### src/rtl/uart_cmd_rx_pkg.sv
// Shared types and constants for the host-link receive path and the
// downstream SUMP command decoder.
package uart_cmd_rx_pkg;

  typedef enum logic [2:0] {
    RX_IDLE,
    RX_START,
    RX_DATA,
    RX_STOP,
    RX_BREAK
  } rx_state_e;

  typedef enum logic {
    CMD_OPCODE,
    CMD_ARGS
  } cmd_state_e;

  // An opcode with this bit set is followed by four argument bytes
  localparam logic [7:0] LONG_CMD_MASK = 8'h80;

  localparam logic [7:0] CMD_RESET = 8'h00;
  localparam logic [7:0] CMD_RUN   = 8'h01;
  localparam logic [7:0] CMD_ID    = 8'h02;
  localparam logic [7:0] CMD_XON   = 8'h11;
  localparam logic [7:0] CMD_XOFF  = 8'h13;

endpackage

### src/rtl/uart_rx_byte.sv
// Two-flop synchroniser plus 8N1 bit FSM; emits a one-cycle byte_valid or
// framing_error strobe in the cycle the stop bit is sampled.
module uart_rx_byte
  import uart_cmd_rx_pkg::*;
#(
  parameter int BITLENGTH = 868
) (
  input  logic       clock,
  input  logic       reset,
  input  logic       uart_rx,
  output logic       byte_valid,
  output logic [7:0] byte_data,
  output logic       framing_error
);

  localparam int CW = $clog2(BITLENGTH) + 1;
  localparam logic [CW-1:0] HALF_BIT = CW'(BITLENGTH / 2);
  localparam logic [CW-1:0] FULL_BIT = CW'(BITLENGTH - 1);

  logic [1:0]    sync_q;
  logic          rxs;
  logic          countZero;
  rx_state_e     state_q, state_d;
  logic [CW-1:0] count_q, count_d;
  logic [2:0]    bitIdx_q, bitIdx_d;
  logic [7:0]    shift_q, shift_d;

  // Preset to idle-high so a reset mid-frame cannot fake a start edge
  always_ff @(posedge clock or posedge reset) begin
    if (reset) begin
      sync_q <= 2'b11;
    end else begin
      sync_q <= {sync_q[0], uart_rx};
    end
  end

  assign rxs       = sync_q[1];
  assign countZero = (count_q == '0);
  assign byte_data = shift_q;

  always_ff @(posedge clock or posedge reset) begin
    if (reset) begin
      state_q  <= RX_IDLE;
      count_q  <= '0;
      bitIdx_q <= '0;
      shift_q  <= '0;
    end else begin
      state_q  <= state_d;
      count_q  <= count_d;
      bitIdx_q <= bitIdx_d;
      shift_q  <= shift_d;
    end
  end

  always_comb begin
    state_d       = state_q;
    count_d       = count_q;
    bitIdx_d      = bitIdx_q;
    shift_d       = shift_q;
    byte_valid    = 1'b0;
    framing_error = 1'b0;
    case (state_q)
      RX_IDLE: begin
        if (!rxs) begin
          count_d = HALF_BIT;
          state_d = RX_START;
        end
      end
      RX_START: begin
        if (!countZero) begin
          count_d = count_q - 1'b1;
        end else if (rxs) begin
          state_d = RX_IDLE;
        end else begin
          count_d  = FULL_BIT;
          bitIdx_d = '0;
          state_d  = RX_DATA;
        end
      end
      RX_DATA: begin
        if (!countZero) begin
          count_d = count_q - 1'b1;
        end else begin
          shift_d = {rxs, shift_q[7:1]};
          count_d = FULL_BIT;
          if (bitIdx_q == 3'd7) begin
            state_d = RX_STOP;
          end else begin
            bitIdx_d = bitIdx_q + 3'd1;
          end
        end
      end
      RX_STOP: begin
        if (!countZero) begin
          count_d = count_q - 1'b1;
        end else if (rxs) begin
          byte_valid = 1'b1;
          state_d    = RX_IDLE;
        end else begin
          framing_error = 1'b1;
          state_d       = RX_BREAK;
        end
      end
      RX_BREAK: begin
        if (rxs) begin
          state_d = RX_IDLE;
        end
      end
      default: begin
        state_d = RX_IDLE;
      end
    endcase
  end

endmodule

### src/rtl/uart_cmd_rx.sv
// Host-link receive front end: turns UART bytes into SUMP short/long
// commands presented as opcode + 32-bit data with a one-cycle execute strobe.
module uart_cmd_rx
  import uart_cmd_rx_pkg::*;
#(
  parameter int FREQ      = 100000000,
  parameter int BAUDRATE  = 115200,
  parameter int BITLENGTH = FREQ / BAUDRATE
) (
  input  logic        clock,
  input  logic        reset,
  input  logic        uart_rx,
  output logic [7:0]  opcode,
  output logic [31:0] data,
  output logic        execute,
  output logic        framing_error
);

  logic        byteValid;
  logic [7:0]  byteData;
  logic        rxFramingError;

  cmd_state_e  cmdState_q, cmdState_d;
  logic [1:0]  argIdx_q, argIdx_d;
  logic [7:0]  pendOpcode_q, pendOpcode_d;
  logic [23:0] pendData_q, pendData_d;
  logic [7:0]  opcode_q, opcode_d;
  logic [31:0] data_q, data_d;
  logic        execute_q, execute_d;
  logic        framingError_q, framingError_d;

  uart_rx_byte #(
    .BITLENGTH(BITLENGTH)
  ) rxByte (
    .clock        (clock),
    .reset        (reset),
    .uart_rx      (uart_rx),
    .byte_valid   (byteValid),
    .byte_data    (byteData),
    .framing_error(rxFramingError)
  );

  always_ff @(posedge clock or posedge reset) begin
    if (reset) begin
      cmdState_q     <= CMD_OPCODE;
      argIdx_q       <= '0;
      pendOpcode_q   <= '0;
      pendData_q     <= '0;
      opcode_q       <= '0;
      data_q         <= '0;
      execute_q      <= 1'b0;
      framingError_q <= 1'b0;
    end else begin
      cmdState_q     <= cmdState_d;
      argIdx_q       <= argIdx_d;
      pendOpcode_q   <= pendOpcode_d;
      pendData_q     <= pendData_d;
      opcode_q       <= opcode_d;
      data_q         <= data_d;
      execute_q      <= execute_d;
      framingError_q <= framingError_d;
    end
  end

  // Published opcode/data only move together with execute
  always_comb begin
    cmdState_d     = cmdState_q;
    argIdx_d       = argIdx_q;
    pendOpcode_d   = pendOpcode_q;
    pendData_d     = pendData_q;
    opcode_d       = opcode_q;
    data_d         = data_q;
    execute_d      = 1'b0;
    framingError_d = rxFramingError;
    if (rxFramingError) begin
      cmdState_d = CMD_OPCODE;
    end else if (byteValid) begin
      case (cmdState_q)
        CMD_OPCODE: begin
          pendOpcode_d = byteData;
          if ((byteData & LONG_CMD_MASK) != 8'h00) begin
            argIdx_d   = '0;
            cmdState_d = CMD_ARGS;
          end else begin
            opcode_d  = byteData;
            execute_d = 1'b1;
          end
        end
        CMD_ARGS: begin
          if (argIdx_q == 2'd3) begin
            opcode_d   = pendOpcode_q;
            data_d     = {byteData, pendData_q};
            execute_d  = 1'b1;
            cmdState_d = CMD_OPCODE;
          end else begin
            case (argIdx_q)
              2'd0:    pendData_d[7:0]   = byteData;
              2'd1:    pendData_d[15:8]  = byteData;
              default: pendData_d[23:16] = byteData;
            endcase
            argIdx_d = argIdx_q + 2'd1;
          end
        end
        default: begin
          cmdState_d = CMD_OPCODE;
        end
      endcase
    end
  end

  assign opcode        = opcode_q;
  assign data          = data_q;
  assign execute       = execute_q;
  assign framing_error = framingError_q;

endmodule
### config.mk
export PLATFORM = sky130hd
export DESIGN_NAME = uart_cmd_rx
export DESIGN_NICKNAME = d
export VERILOG_FILES = /design/src/rtl/uart_cmd_rx_pkg.sv /design/src/rtl/uart_rx_byte.sv /design/src/rtl/uart_cmd_rx.sv
export SDC_FILE = /design/constraint.sdc
export NUM_CORES = 1
export LEC_CHECK = 0
export BUFFER_PORTS_ARGS = -buffer_cell sky130_fd_sc_hd__buf_2
export CORE_ASPECT_RATIO = 1.1
export CORE_MARGIN = 2
export CORE_UTILIZATION = 53
export CTS_CLUSTER_DIAMETER = 60
export DETAILED_ROUTE_END_ITERATION = 12
export GPL_TIMING_DRIVEN = 0
export PLACE_DENSITY = 0.74
export SYNTH_ARGS = -nofsm -noshare
export SYNTH_HDL_FRONTEND = slang
export SYNTH_SLANG_ARGS = --single-unit
### constraint.sdc
create_clock -name clock -period 3.65 [get_ports clock]
set_clock_uncertainty 0.05 [all_clocks]
set_input_delay 0.73 -clock clock [delete_from_list [all_inputs] [get_ports clock]]
set_output_delay 0.73 -clock clock [all_outputs]
set_load 0.005 [all_outputs]
-- Yosys cells after proc, flatten, opt, wreduce, memory -nomap -nowiden
Cells that the tools add are included.
- flip-flop bits (word level): 104
- bits of input ports: 3
- output and inout port bits: 42
- $add $sub $neg: 3
- equality and inequality tests: 21
- mux-type cells: 42
- bitwise operators: 4
- reduce and logical (&&, ||, !) cells: 18
- operators with widths (cell ; count):
    11-bit 2-to-1 mux ; 5
    11-bit one-hot mux with 4 select lines ; 1
    3-bit 2-to-1 mux ; 11
    5-bit AND reduction ; 4
    8-bit 2-to-1 mux ; 2
    8-bit one-hot mux with 2 select lines ; 1
    4-bit AND reduction ; 4
    3-bit one-hot mux with 5 select lines ; 1
    1-bit 2-to-1 mux ; 14
    2-bit by 1-bit inequality test with 1-bit output (second input constant) ; 7
    2-bit inequality test (second input constant) ; 6
    11-bit zero test ; 1
    11-bit by 1-bit subtractor with 11-bit output (second input constant) ; 1
    3-bit by 2-bit == test with 1-bit output (second input constant) ; 2
    3-bit == test (second input constant) ; 2
    2-bit 2-to-1 mux ; 3
    3-bit one-hot mux with 2 select lines ; 1
    6-bit AND reduction ; 1
    1-bit inverter ; 4
    1-bit one-hot mux with 2 select lines ; 2
    2-bit one-hot mux with 2 select lines ; 1
    2-bit nonzero test ; 2
    4-bit nonzero test ; 1
    3-bit by 1-bit adder with 3-bit output (second input constant) ; 1
    10 further kinds ; 10

-- Longest topological paths before layout
- depth in word-level cells: 5
- mapped depth: 11
- gate-level depth less buffers: 7

-- Cells and area by module
From an unflattened synthesis, not the netlist that was laid out.
- cells, all modules: 342
- area, all modules: 4784.6 um^2
- by module, submodules not included (module ; times used ; cells an instance ; area an instance (um^2)):
    uart_cmd_rx ; 1 ; 194 ; 3225.6
    uart_rx_byte ; 1 ; 148 ; 1559.0

-- Worst setup path before layout
Ideal clock, no wire load.
- path type: register -> register
- start: register rxByte.count_q[0]
- end: register data_q[0] (netlist: data[0])
- library setup time: 125 ps
- arrival time: 2554 ps
- required time: 3475 ps
- slack: 920 ps
- cell stages (with the launch flop): 11
- buffers on the path: 3
- clock period less this slack: 2730 ps
- cell sequence: dfrtp_1 inv_1 ha_1 or4b_1 buf_2 or4_4 buf_6 nor2_8 nand3_4 buf_6 mux2_4
- longest elaborated chain between the ends: 5
- elaborated cells on any way between the ends: 7
- those cells by class: mux: 4; bitwise: 1; reduce/logical: 2
- RTL lines (item ; RTL line ; RTL):
    start, declared ; uart_rx_byte.sv:24 ; logic [CW-1:0] count_q, count_d;
    start signal, assigned ; uart_rx_byte.sv:49 ; count_q <= count_d;
    11-bit zero test * ; uart_rx_byte.sv:38 ; assign countZero = (count_q == '0);
    1-bit 2-to-1 mux ; uart_rx_byte.sv:94 ; if (!countZero) begin
    1-bit 2-to-1 mux ; uart_rx_byte.sv:62 ; case (state_q)
    1-bit inverter (no source line) ; - ;
    4-bit AND reduction (no source line) * ; - ;
    end signal, assigned ; uart_cmd_rx.sv:59 ; data_q <= data_d;
    end, declared ; uart_cmd_rx.sv:28 ; logic [31:0] data_q, data_d;
Mark *: on every way between the ends. The rest lies on a longest branch, timed or not.
A chain may end at the register's enable or synchronous reset.

-- Worst setup path after layout
- start: register rxByte.count_q[0]
- end: register data_q[15] (netlist: data[15])
The elaborated chain is that of the path after synthesis.

==> metrics.md <==
| Metric | Value |
|---|---|
| Run status | finished clean |
| Fin crit period | 2.98 ns |
| Clock latency on the worst-skew pair | 0.38 ns |
| Residual DRC | 0 |
| Syn Nets | 349 |
| Die Width | 92.9 um |
| FFs w/ async S/R, synth | 1.00 |
| Fill count | 675 |
| Final Total Pwr | 1.91 mW |
| Post-route ant nets | 0 |
| Num rows | 35 |
| Mapped cell area | 4610 um^2 |
| Avg Cell Area, Syn | 13.6 um^2 |
| Via density | 5.47 |
| Initial antenna violation count | 0 |
| Cell variety after synth | 50 |
| Sequential cell area fraction in the yosys report | 0.566 |
| Most common cell after layout, fill and taps aside | dfrtp_1 |
| Hold Fails Final Rpt | 0 |
| Die area | 9450 um^2 |
| Post-CTS Setup Bufs | 0 |
| Die height | 102 um |
| Gr usage total | 0.187 |
| Tcrit/Tclk final | 0.817 |
| WP data required | 3.86 ns |
| Root Buffer | clkbuf_8 |
| Routed WL | 8060 um |
| Global-route wire length before repair | 13600 um |
| Area delta synth->final | 12.9% |
| Slew of the pin with the lowest slew margin | 0.605 ns |
| Final instance area | 5200 um^2 |
| CTS tree | built |
| Startpoint Class | flop |
| Max Cap Violations | 0 |
| Layout cell share with drive strength beyond 1 | 0.386 |
| Slew HR | 0.596 |
| DRT Pass-1 Iters | 4 |
| Max Root-Sink Buffers | 2 |
| Post-synth top flop | dfrtp_1 |
| PortBufs | 44 |
| CORE AREA | 8410 um^2 |
| Unrepaired setup endpoints after global routing | false |
| Critical Path Fanout Max | 10 |
| Routed WL per cell | 15.8 um |
| Post-synth EDFFs | 0 |
| HP Class | in -> async |
| Critical Path AT | 3.20 ns |
| Sum Neg Setup Slack | 0 ns |
| Layout Cells excl Fill | 510 |
| Synth Warn # | 0 |
| Peak VDD IR | 0.166 mV |
| Cts bufs inserted | 9 |
| Cell count after synthesis | 338 |
| Setup-failing EPs final | 0 |
| Synth Register Bits | 104 |
| Final #Nets | 405 |
| Most frequent cells in the layout | dfrtp_1, buf_2, mux2_2 |
| Fin Hold WS | 0.295 ns |
| Critical path type | reg -> reg |
| Fin. max-slew vios | 0 |
| Highest clock rate | 335 MHz |
| Total grt overflow | 0 |
| GP Congestion | 0.885 |
| Vias after detailed routing | 2788 |
| IO Count | 45 |
| Placed cells | 494 |
| H-tree depth | 3 |
| Largest net degree at the start of global routing | 76 |
| Clk sink count | 104 |
| Post-cts sizing count | 0 |
| Initial Utilization | 0.548 |
| Hold buffer count at cts | 0 |
| Placed cell area | 4990 um^2 |
| Power Density | 367 nW/um^2 |
| HPWL Detailed | 5580 um |
| Initial DRC count | 118 |
| LEAKAGE | 2.73 nW |
| Setup crit end kind | flop |
| Vias in the first global route | 2764 |
| Diode count | 0 |
| CTS clock-pin slew for the worst setup and hold paths | 0.11 ns |
-- kinds of logic after synthesis --
| group | share of synthesized area |
|---|---|
| AOI/OAI and AO/OA | 0.0755 |
| xor gates and xnor gates | 0.00190 |
| adders and majority gates | 0.0217 |
| buffers and inverters | 0.0291 |
| DFF | 0.566 |
| muxes | 0.218 |
| and+or+nand+nor | 0.0883 |
-- registers in the layout (all words and copies together), names as in the netlist --
name / count
data: 32
pendData_q: 24
rxByte.count_q: 11
opcode: 8
pendOpcode_q: 8
rxByte.byte_data: 8
rxByte.bitIdx_q: 3
rxByte.state_q: 3
argIdx_q: 2
rxByte.sync_q: 2
cmdState_q: 1
execute: 1
framing_error: 1
-- area by class of cell --
| type | instances | area (um^2) | area share |
|---|---|---|---|
| multi-input cells | 209 | 1870 | 0.359 |
| clock buffers | 9 | 124 | 0.0238 |
| repair buffers | 45 | 248 | 0.0476 |
| well taps | 111 | 139 | 0.0267 |
| flip-flops and latches | 104 | 2610 | 0.501 |
| plain buffers | 16 | 100 | 0.0192 |
| clock inverters | 7 | 81.3 | 0.0156 |
| inverters | 9 | 36.3 | 0.00698 |
-- worst max-delay path: stages, from the launching register on --
cell and delay (ns):
dfrtp_1 0.44, inv_1 0.13, ha_1 0.17, or4b_1 0.43, buf_2 0.17, or4_4 0.51
buf_6 0.16, nor2_8 0.15, nand3_4 0.15, buf_6 0.23, mux2_4 0.30
-- through the flow --
stage,util,setup slack [ns]
after floorplan,-,0.141
after global placement,0.590,-0.983
after detailed placement,0.594,0.674
after CTS,0.618,0.666
after global routing,0.618,0.539
final,0.618,0.667
-- synth_stat cells (2+ instances only) --
| master | instances | share of area |
|---|---|---|
| dfrtp_1 | 102 | 0.55 |
| mux2_2 | 42 | 0.10 |
| mux2_4 | 30 | 0.098 |
| nor2_1 | 18 | 0.015 |
| nand2_1 | 16 | 0.013 |
| a21oi_1 | 9 | 0.0098 |
| inv_1 | 9 | 0.0073 |
| clkbuf_1 | 8 | 0.0065 |
| ha_1 | 8 | 0.022 |
| mux2i_1 | 8 | 0.017 |
| nor3_1 | 6 | 0.0065 |
| o21ai_0 | 6 | 0.0065 |
| o21ai_1 | 6 | 0.0065 |
| a22o_1 | 5 | 0.0095 |
| buf_6 | 5 | 0.012 |
| a21o_1 | 4 | 0.0065 |
| a31oi_1 | 4 | 0.0054 |
| and3_1 | 3 | 0.0041 |
| nand3_2 | 3 | 0.0065 |
| nor2b_1 | 3 | 0.0041 |
| nor4_1 | 3 | 0.0041 |
| or4_1 | 3 | 0.0049 |
| a221o_1 | 2 | 0.0043 |
| buf_2 | 2 | 0.0022 |
| dfstp_2 | 2 | 0.011 |
| nand3b_1 | 2 | 0.0033 |
| o21a_1 | 2 | 0.0033 |
| o21ai_2 | 2 | 0.0038 |
| o22a_1 | 2 | 0.0038 |
| o31ai_1 | 2 | 0.0033 |
| or3_1 | 2 | 0.0027 |
-- worst paths after layout --
| path | start | endpoint | slack (ns) | depth (start not counted) |
|---|---|---|---|---|
| max in group asynchronous | reset | pendData_q[23] | 2.58 | 3 |
| worst min register to register | rxByte.sync_q[0] | rxByte.sync_q[1] | 0.32 | 0 |
| worst max-delay path | rxByte.count_q[0] | data[15] | 0.67 | 10 |
| worst max register to register | rxByte.count_q[0] | data[15] | 0.67 | 10 |
| min in group clock | rxByte.sync_q[0] | rxByte.sync_q[1] | 0.32 | 0 |
| worst min-delay path | reset | rxByte.bitIdx_q[1] | 0.30 | 2 |
-- routing by layer --
| layer | track usage | wire, um | share of wire | vias up |
|---|---|---|---|---|
| met5 | 0 | 0 | 0 | - |
| met4 | 0.0690 | 110 | 0.014 | 0 |
| met3 | 0.0439 | 257 | 0.032 | 12 |
| met2 | 0.306 | 3900 | 0.48 | 59 |
| met1 | 0.246 | 3790 | 0.47 | 1387 |
| li1 | - | - | - | 1330 |
-- where the power goes --
| part | switching, mW | leakage, nW | internal [mW] |
|---|---|---|---|
| sequential | 0.00103 | 1.43 | 1.15 |
| clock | 0.443 | 0.106 | 0.279 |
| combinational | 0.0249 | 1.20 | 0.00474 |
| total | 0.469 | 2.73 | 1.44 |
Note: power is estimated with default switching activity, not from simulation.
